==> src/rtl/debouncer_if.sv <==
// Level-conditioning bus: the raw asynchronous level going in, and the clean
// level plus edge pulses coming back out.
interface debouncer_if;
  logic in_raw;
  logic out;
  logic rise;
  logic fall;

  modport master (output in_raw, input out, rise, fall);
  modport slave  (input in_raw, output out, rise, fall);
endinterface

==> src/rtl/debouncer.sv <==
// Synchronizes a raw level, then qualifies it over STABLE_CYCLES consecutive
// samples before flipping the registered output and pulsing rise/fall.
module debouncer #(
  parameter int unsigned STABLE_CYCLES = 4,
  parameter int unsigned SYNC_STAGES   = 2
) (
  input  logic       clk,
  input  logic       rst,
  debouncer_if.slave bus
);

  localparam int unsigned    CNT_W    = $clog2(STABLE_CYCLES + 1);
  localparam logic [CNT_W-1:0] CNT_LAST = CNT_W'(STABLE_CYCLES - 1);
  localparam logic [CNT_W-1:0] CNT_ONE  = CNT_W'(1);
  localparam logic [CNT_W-1:0] CNT_ZERO = '0;
  localparam bit             SINGLE   = (STABLE_CYCLES == 1);

  typedef enum logic [1:0] {
    STABLE_LOW  = 2'd0,
    RISING      = 2'd1,
    STABLE_HIGH = 2'd2,
    FALLING     = 2'd3
  } state_t;

  logic [SYNC_STAGES-1:0] sync_reg;
  logic                   in_sync;

  state_t           state_reg, state_next;
  logic [CNT_W-1:0] cnt_reg, cnt_next;
  logic             out_reg, out_next;
  logic             rise_reg, rise_next;
  logic             fall_reg, fall_next;

  // in_raw touches nothing but the first flop of this chain.
  always_ff @(posedge clk or negedge rst) begin
    if (!rst) begin
      sync_reg <= '0;
    end else begin
      sync_reg <= {sync_reg[SYNC_STAGES-2:0], bus.in_raw};
    end
  end

  assign in_sync = sync_reg[SYNC_STAGES-1];

  always_ff @(posedge clk or negedge rst) begin
    if (!rst) begin
      state_reg <= STABLE_LOW;
      cnt_reg   <= CNT_ZERO;
      out_reg   <= 1'b0;
      rise_reg  <= 1'b0;
      fall_reg  <= 1'b0;
    end else begin
      state_reg <= state_next;
      cnt_reg   <= cnt_next;
      out_reg   <= out_next;
      rise_reg  <= rise_next;
      fall_reg  <= fall_next;
    end
  end

  always_comb begin
    state_next = state_reg;
    cnt_next   = cnt_reg;
    out_next   = out_reg;
    rise_next  = 1'b0;
    fall_next  = 1'b0;

    case (state_reg)
      STABLE_LOW: begin
        if (in_sync) begin
          // A one-sample window qualifies on the very first disagreeing sample.
          if (SINGLE) begin
            state_next = STABLE_HIGH;
            out_next   = 1'b1;
            rise_next  = 1'b1;
            cnt_next   = CNT_ZERO;
          end else begin
            state_next = RISING;
            cnt_next   = CNT_ONE;
          end
        end
      end

      RISING: begin
        if (!in_sync) begin
          state_next = STABLE_LOW;
          cnt_next   = CNT_ZERO;
        end else if (cnt_reg == CNT_LAST) begin
          state_next = STABLE_HIGH;
          out_next   = 1'b1;
          rise_next  = 1'b1;
          cnt_next   = CNT_ZERO;
        end else begin
          cnt_next = cnt_reg + CNT_ONE;
        end
      end

      STABLE_HIGH: begin
        if (!in_sync) begin
          if (SINGLE) begin
            state_next = STABLE_LOW;
            out_next   = 1'b0;
            fall_next  = 1'b1;
            cnt_next   = CNT_ZERO;
          end else begin
            state_next = FALLING;
            cnt_next   = CNT_ONE;
          end
        end
      end

      FALLING: begin
        if (in_sync) begin
          state_next = STABLE_HIGH;
          cnt_next   = CNT_ZERO;
        end else if (cnt_reg == CNT_LAST) begin
          state_next = STABLE_LOW;
          out_next   = 1'b0;
          fall_next  = 1'b1;
          cnt_next   = CNT_ZERO;
        end else begin
          cnt_next = cnt_reg + CNT_ONE;
        end
      end

      default: begin
        state_next = STABLE_LOW;
        cnt_next   = CNT_ZERO;
        out_next   = 1'b0;
      end
    endcase
  end

  assign bus.out  = out_reg;
  assign bus.rise = rise_reg;
  assign bus.fall = fall_reg;

  // Structural invariants of the qualifier.
  assert property (@(posedge clk) disable iff (!rst) !(rise_reg && fall_reg));
  assert property (@(posedge clk) disable iff (!rst) rise_reg |=> !rise_reg);
  assert property (@(posedge clk) disable iff (!rst) fall_reg |=> !fall_reg);
  assert property (@(posedge clk) disable iff (!rst) cnt_reg <= CNT_LAST);

endmodule

==> src/flat_wrapper.sv <==
// flat-port wrapper written by rule: the top's interface ports become plain ports
module debouncer_flat 
#(
  parameter int unsigned STABLE_CYCLES = 4,
  parameter int unsigned SYNC_STAGES   = 2
)
  (clk, rst, bus_in_raw, bus_out, bus_rise, bus_fall);
  debouncer_if bus_i ();
  input  logic clk;
  input  logic rst;
  input wire logic [$bits(bus_i.in_raw)-1:0] bus_in_raw;
  output wire logic [$bits(bus_i.out)-1:0] bus_out;
  output wire logic [$bits(bus_i.rise)-1:0] bus_rise;
  output wire logic [$bits(bus_i.fall)-1:0] bus_fall;
  assign bus_i.in_raw = bus_in_raw;
  assign bus_out = bus_i.out;
  assign bus_rise = bus_i.rise;
  assign bus_fall = bus_i.fall;
  debouncer #(.STABLE_CYCLES(STABLE_CYCLES), .SYNC_STAGES(SYNC_STAGES)) u_core (.clk(clk), .rst(rst), .bus(bus_i));
endmodule
==> config.mk <==
export PLATFORM = sky130hd
export DESIGN_NAME = debouncer_flat
export DESIGN_NICKNAME = d
export VERILOG_FILES = /design/src/rtl/debouncer_if.sv /design/src/rtl/debouncer.sv /design/src/flat_wrapper.sv
export SDC_FILE = /design/constraint.sdc
export NUM_CORES = 1
export LEC_CHECK = 0
export BUFFER_PORTS_ARGS = -buffer_cell sky130_fd_sc_hd__buf_2
export CAP_MARGIN = 20
export CELL_PAD_IN_SITES_DETAIL_PLACEMENT = 0
export CELL_PAD_IN_SITES_GLOBAL_PLACEMENT = 1
export CORE_AREA = 2 2 39 41
export CTS_CLUSTER_SIZE = 12
export DETAILED_ROUTE_END_ITERATION = 8
export DIE_AREA = 0 0 41 43
export PLACE_DENSITY = 0.63
export SYNTH_ARGS = -nofsm -noshare
export SYNTH_HDL_FRONTEND = slang
export SYNTH_SLANG_ARGS = --single-unit
==> constraint.sdc <==
create_clock -name clk -period 1.35 [get_ports clk]
set_input_delay 0.135 -clock clk [delete_from_list [all_inputs] [get_ports clk]]
set_output_delay 0.135 -clock clk [all_outputs]
set_load 0.05 [all_outputs]
======== Word-level counts from Yosys, hierarchy flattened ========
Index checks and enable logic that the tools add are counted.
storage, ports and cells
  word-level logic and storage cells ...... 47
  output and inout port bits .............. 3
  bits in writable memories ............... 0
  memory bits (read-only) ................. 0
  input port bits ......................... 3
  register bits after elaboration ......... 10
  latch bits .............................. 0
  memories ................................ 0
operators by class
  $lt $le $gt $ge ......................... 0
  reduce and logical (&&, ||, !) cells .... 5
  equal/unequal tests ..................... 12
  bitwise gates (word level) .............. 0
  divide/modulo/power cells ............... 0
  multiplexer cells ....................... 23
  multiply operators ...................... 0
  add/subtract/negate cells ............... 1
  shift operators ......................... 0
operators with widths
  kind                                                   count
  two-way mux 3 bit                                      5
  two-way mux 2 bit                                      6
  one-hot mux 3 bit (4 select lines)                     1
  two-way mux 1 bit                                      9
  inequality test 2 x 1 -> 1 bit, second input constant  4
  one-hot mux 2 bit (4 select lines)                     1
  AND reduction 5 bit                                    1
  == test 2 bit, second input constant                   2
  inequality test 2 bit, second input constant           2
  AND reduction 4 bit                                    1
  adder 3 x 1 -> 3 bit, second input constant            1
  == test 3 x 2 -> 1 bit, second input constant          1
  inequality test 3 x 1 -> 1 bit, second input constant  1
  inequality test 3 bit, second input constant           1
  == test 2 x 1 -> 1 bit, second input constant          1
  zero test 2 bit                                        1
  one-hot mux 1 bit (2 select lines)                     1
  AND reduction 2 bit                                    1
  nonzero test 2 bit                                     1

======== Longest topological paths before layout ========
  depth in word-level cells ............... 4
  mapped depth ............................ 4

======== Worst setup path after synthesis ========
OpenSTA, ideal clock, no wires.
  path kind ............................... register to register
  start point ............................. reg u_core.cnt_reg[0]
  end point ............................... reg u_core.out_reg, in the netlist u_core.bus.out
  path slack .............................. 264 ps
  period minus slack after synthesis ...... 1086 ps
  arrival time ............................ 957 ps
  cell stages (with the launch flop) ...... 5
  cell sequence ........................... dfrtp_1 -> ha_1 -> and3b_1 -> a21oi_1 -> a21oi_1
on the way
  longest elaborated chain between the ends .. 3
ends and longest elaborated chain
  item                                      line                               text
  start: declaration                        debouncer.sv:29                    logic [CNT_W-1:0] cnt_reg, cnt_next;
  start signal: assignment                  debouncer.sv:54                    cnt_reg <= cnt_next;
  == test 3 x 2 -> 1 bit *                  debouncer.sv:88, debouncer.sv:116
  inequality test 2 x 1 -> 1 bit (no line)  --
  AND reduction 5 bit (no line) *           --
  end signal: assignment                    debouncer.sv:55                    out_reg <= out_next;
  end: declaration                          debouncer.sv:30                    logic out_reg, out_next;
Mark *: on every way between the ends. The rest lies on a longest branch, timed or not.
A chain may end at the register's enable or synchronous reset.

======== Worst setup path after layout ========
Same ends and word-level chain as after synthesis.

==> results.env <==
RUN_STATUS='completed'
CLOCK-ROOT-BUFFER='clkbuf_4'
DP_WORST_SETUP_SLACK_PS=197
POST-CTS-SETUP-BUFFER-COUNT=0
FIN_WS_PS=186
DIE_AREA_UM2=1760
ROUTED_WIRELENGTH_UM=666
YOSYS_REGISTER_BITS=10
DRT_ITER0_DRC=5
CRITICAL_PATH_ARRIVAL_PS=1300
ANT_NETS=0
SHARE_SEQ_OF_TOTAL_POWER=0.464
DPL.HPWL_UM=504
TRITONCTS.NUM_BUFFERS=3
N_FILL_CELL=139
TOTAL_LEAKAGE_POWER_uW=0.000245
SYNTH.TOP_CELL.AREA_SHARE=0.629
WORST_SETUP_HOLD_PATH_CLK_SLEW_PS=60
SETUP.WORST_PATH.START='u_core.cnt_reg[0]'
FINALHOLDVIOLATIONS=0
DIE_BOUNDARY_WIDTH_UM=41
FP-ROW-COUNT=14
SYNTH_AREA_LEADER_CELL='dfrtp_1'
RRSETUPSLACK_PS=190
ANTENNA-DIODE-COUNT=0
FINAL_NETS=46
FIRST_GLOBAL_VIAS=274
CRIT_REQUIRED_PS=1490
SHARE_COMB_OF_TOTAL_POWER=0.268
UNREPAIRED_SETUP_ENDPOINTS_AFTER_GLOBAL_ROUTING='false'
REG2REG_DEPTH=4
DRT_PASS1_ITERATIONS=4
POST_SYNTH_MAIN_AREA_CONTRIBUTORS='dfrtp_1 63%, nand2_1 4.7%, xnor2_2 4.1%'
POWER.CLOCK.FRACTION=0.268
FINAL_COMMON_CELL='dfrtp_1'
AVGSYNTHCELLAREA_UM2=13.3
CORE_REGION_AREA_UM2=1380
TRITONCTS_CLOCK_TREE='done'
HOLD_SLACK_PS=260
FRACTION_OF_POWER_SPENT_SWITCHING_NETS=0.330
CP-START-KIND='register'
YS_WARN_COUNT=0
TIMING_MAX_TRANSITION_VIOLATIONS_FINAL=0
POWER.IR.VDD_WORST_mV=0.768
R2R_START='u_core.cnt_reg[0]'
PIN_SLEW_WITH_THE_LEAST_HEADROOM_TO_ITS_LIMIT_PS=320
CP-END-KIND='register'
CLKSINKCOUNT=10
VIAS=251
GR-TOTAL-OVERFLOW=0
TIMING_WORST_SETUP_PATH_TYPE='reg2reg'
DRC=0
MAX_TRANSITION_MARGIN=0.786
SYNTH_CELL_TYPES=15
BOUNDARYPINS=6
GRT_START_MAX_NET_PINS=11
GRT_FIRST_PASS_WIRELENGTH_UM=1140
TIMING.FINAL.CRIT_SHARE=0.863
TIMING.FMAX_GHz=0.859
CRIT_FANOUT=3
TOTALPOWERFINAL_uW=981
MAPPEDNETLISTNETS=34
FIN_SETUP_TNS_PS=0
DIEHEIGHT_UM=43
FINAL_PERIOD_MINUS_WORST_SETUP_SLACK_PS=1160
ANTENNA_VIOLATIONS_BEFORE_REPAIR=0
INITIAL_CORE_UTIL=0.288
VIA_COUNT_NORMALIZED_BY_INSTANCE_COUNT=4.40
WORST_HOLD_PATH_TYPE='in2async'
POWER_REPORT.INTERNAL_TOTAL_uW=657
SYN_INST=30
POST_ROUTE_CELLS_DRIVE_ABOVE_1_SHARE=0.293
GP_CONGESTION=0.704
POST_CTS.RESIZED_INSTANCES=0
POWER.DENSITY_CELL_AREA_nW_PER_UM2=1960
SETUP_VIOL=0
LARGEST_REGISTER_FFS=3
GR-USAGE-ALL-LAYERS=0.105
REPORTED_NET_SWITCHING_POWER_uW=324
DRV.MAX_CAP_VIOLATION_COUNT=0
NETLIST_AREA_UM2=398
BUFFER_PORTS.INSERTED=5
CLKLATENCYLATEPIN_PS=260
TIMING.RR.END='u_core.bus.out'
SETUP_SKEW_AFTER_LAYOUT_PS=1.32
LEADING_CELL_TYPES_IN_THE_LAYOUT_FILL_AND_TAPS_EXCLUDED='10 x dfrtp_1, 5 x nand2_1, 5 x buf_2'
CTSHOLDBUFFERS=2
SYNTH-SEQ-AREA-SHARE=0.629
CLOCKBUFFERDEPTH=2
SYNTHTOLAYOUTAREAGROWTH_PCT=25.5
ROUTE.DETAILED.WL_PER_INST_UM=11.7
HTREE_NUM_LEVELS=1
power groups by stage:
stage               logic [uW]  clock network (uW)  registers (uW)
detailed placement         261                   0             459
global route               291                 298             464
floorplan                  176                   0             479
finish                     263                 263             455
global placement           256                   0             452
CTS                        269                 274             454
logic make-up after synthesis:
group	Yosys count	share of synthesized area
multiplexers	1	0.0252
AO/OA/AOI/OAI	5	0.0723
flip-flops	10	0.629
AND/OR/NAND/NOR	12	0.201
XOR/XNOR	1	0.0409
adder cells (fa/ha/maj)	1	0.0314
worst max-delay path: stages, from the launching register on:
cell and delay, ps:
dfrtp_1 400, ha_1 240, and3b_1 200, a21oi_1 140, a21oi_1 60
through the flow:
step	std cells	area, um2	utilization
after floorplan	30	398	-
after global placement	51	443	0.320
after detailed placement	51	443	0.320
after CTS	57	499	0.361
after global routing	57	499	0.361
final	57	499	0.361
cell usage after synthesis:
cell / count
ha_1: 1
nor3b_1: 2
and3b_1: 1
mux2i_1: 1
nor2b_4: 1
dfrtp_1: 10
nor3b_2: 1
o21ai_0: 1
o21a_1: 1
xnor2_2: 1
nand3b_1: 1
nor2_1: 1
nand2_1: 5
a21oi_1: 2
o22ai_1: 1
per-layer routing:
metal  vias to the layer above  wire length, um  part of all wire  track usage
met3                         0               34             0.051       0.0471
met4                         0                0                 0       0.0800
met2                         5              371              0.56        0.156
met5                         -                0                 0            0
li1                        127                -                 -            -
met1                       119              260              0.39        0.107
worst max path at each step:
stage,to,slack (ps),depth (start not counted)
floorplan,u_core.bus.out,260,4
global placement,u_core.cnt_reg[2],220,3
detailed placement,u_core.bus.out,200,4
CTS,u_core.bus.out,180,4
global route,u_core.bus.out,70,4
finish,u_core.bus.out,190,4
area by class of cell:
class / count / area, um2 / area share
Clock buffer: 4 / 36.3 / 0.0727
Multi-Input combinational cell: 20 / 148 / 0.296
Tap cell: 16 / 20.0 / 0.0401
Timing Repair Buffer: 7 / 45.0 / 0.0902
Sequential cell: 10 / 250 / 0.501
(Power assumes the default switching activity.)
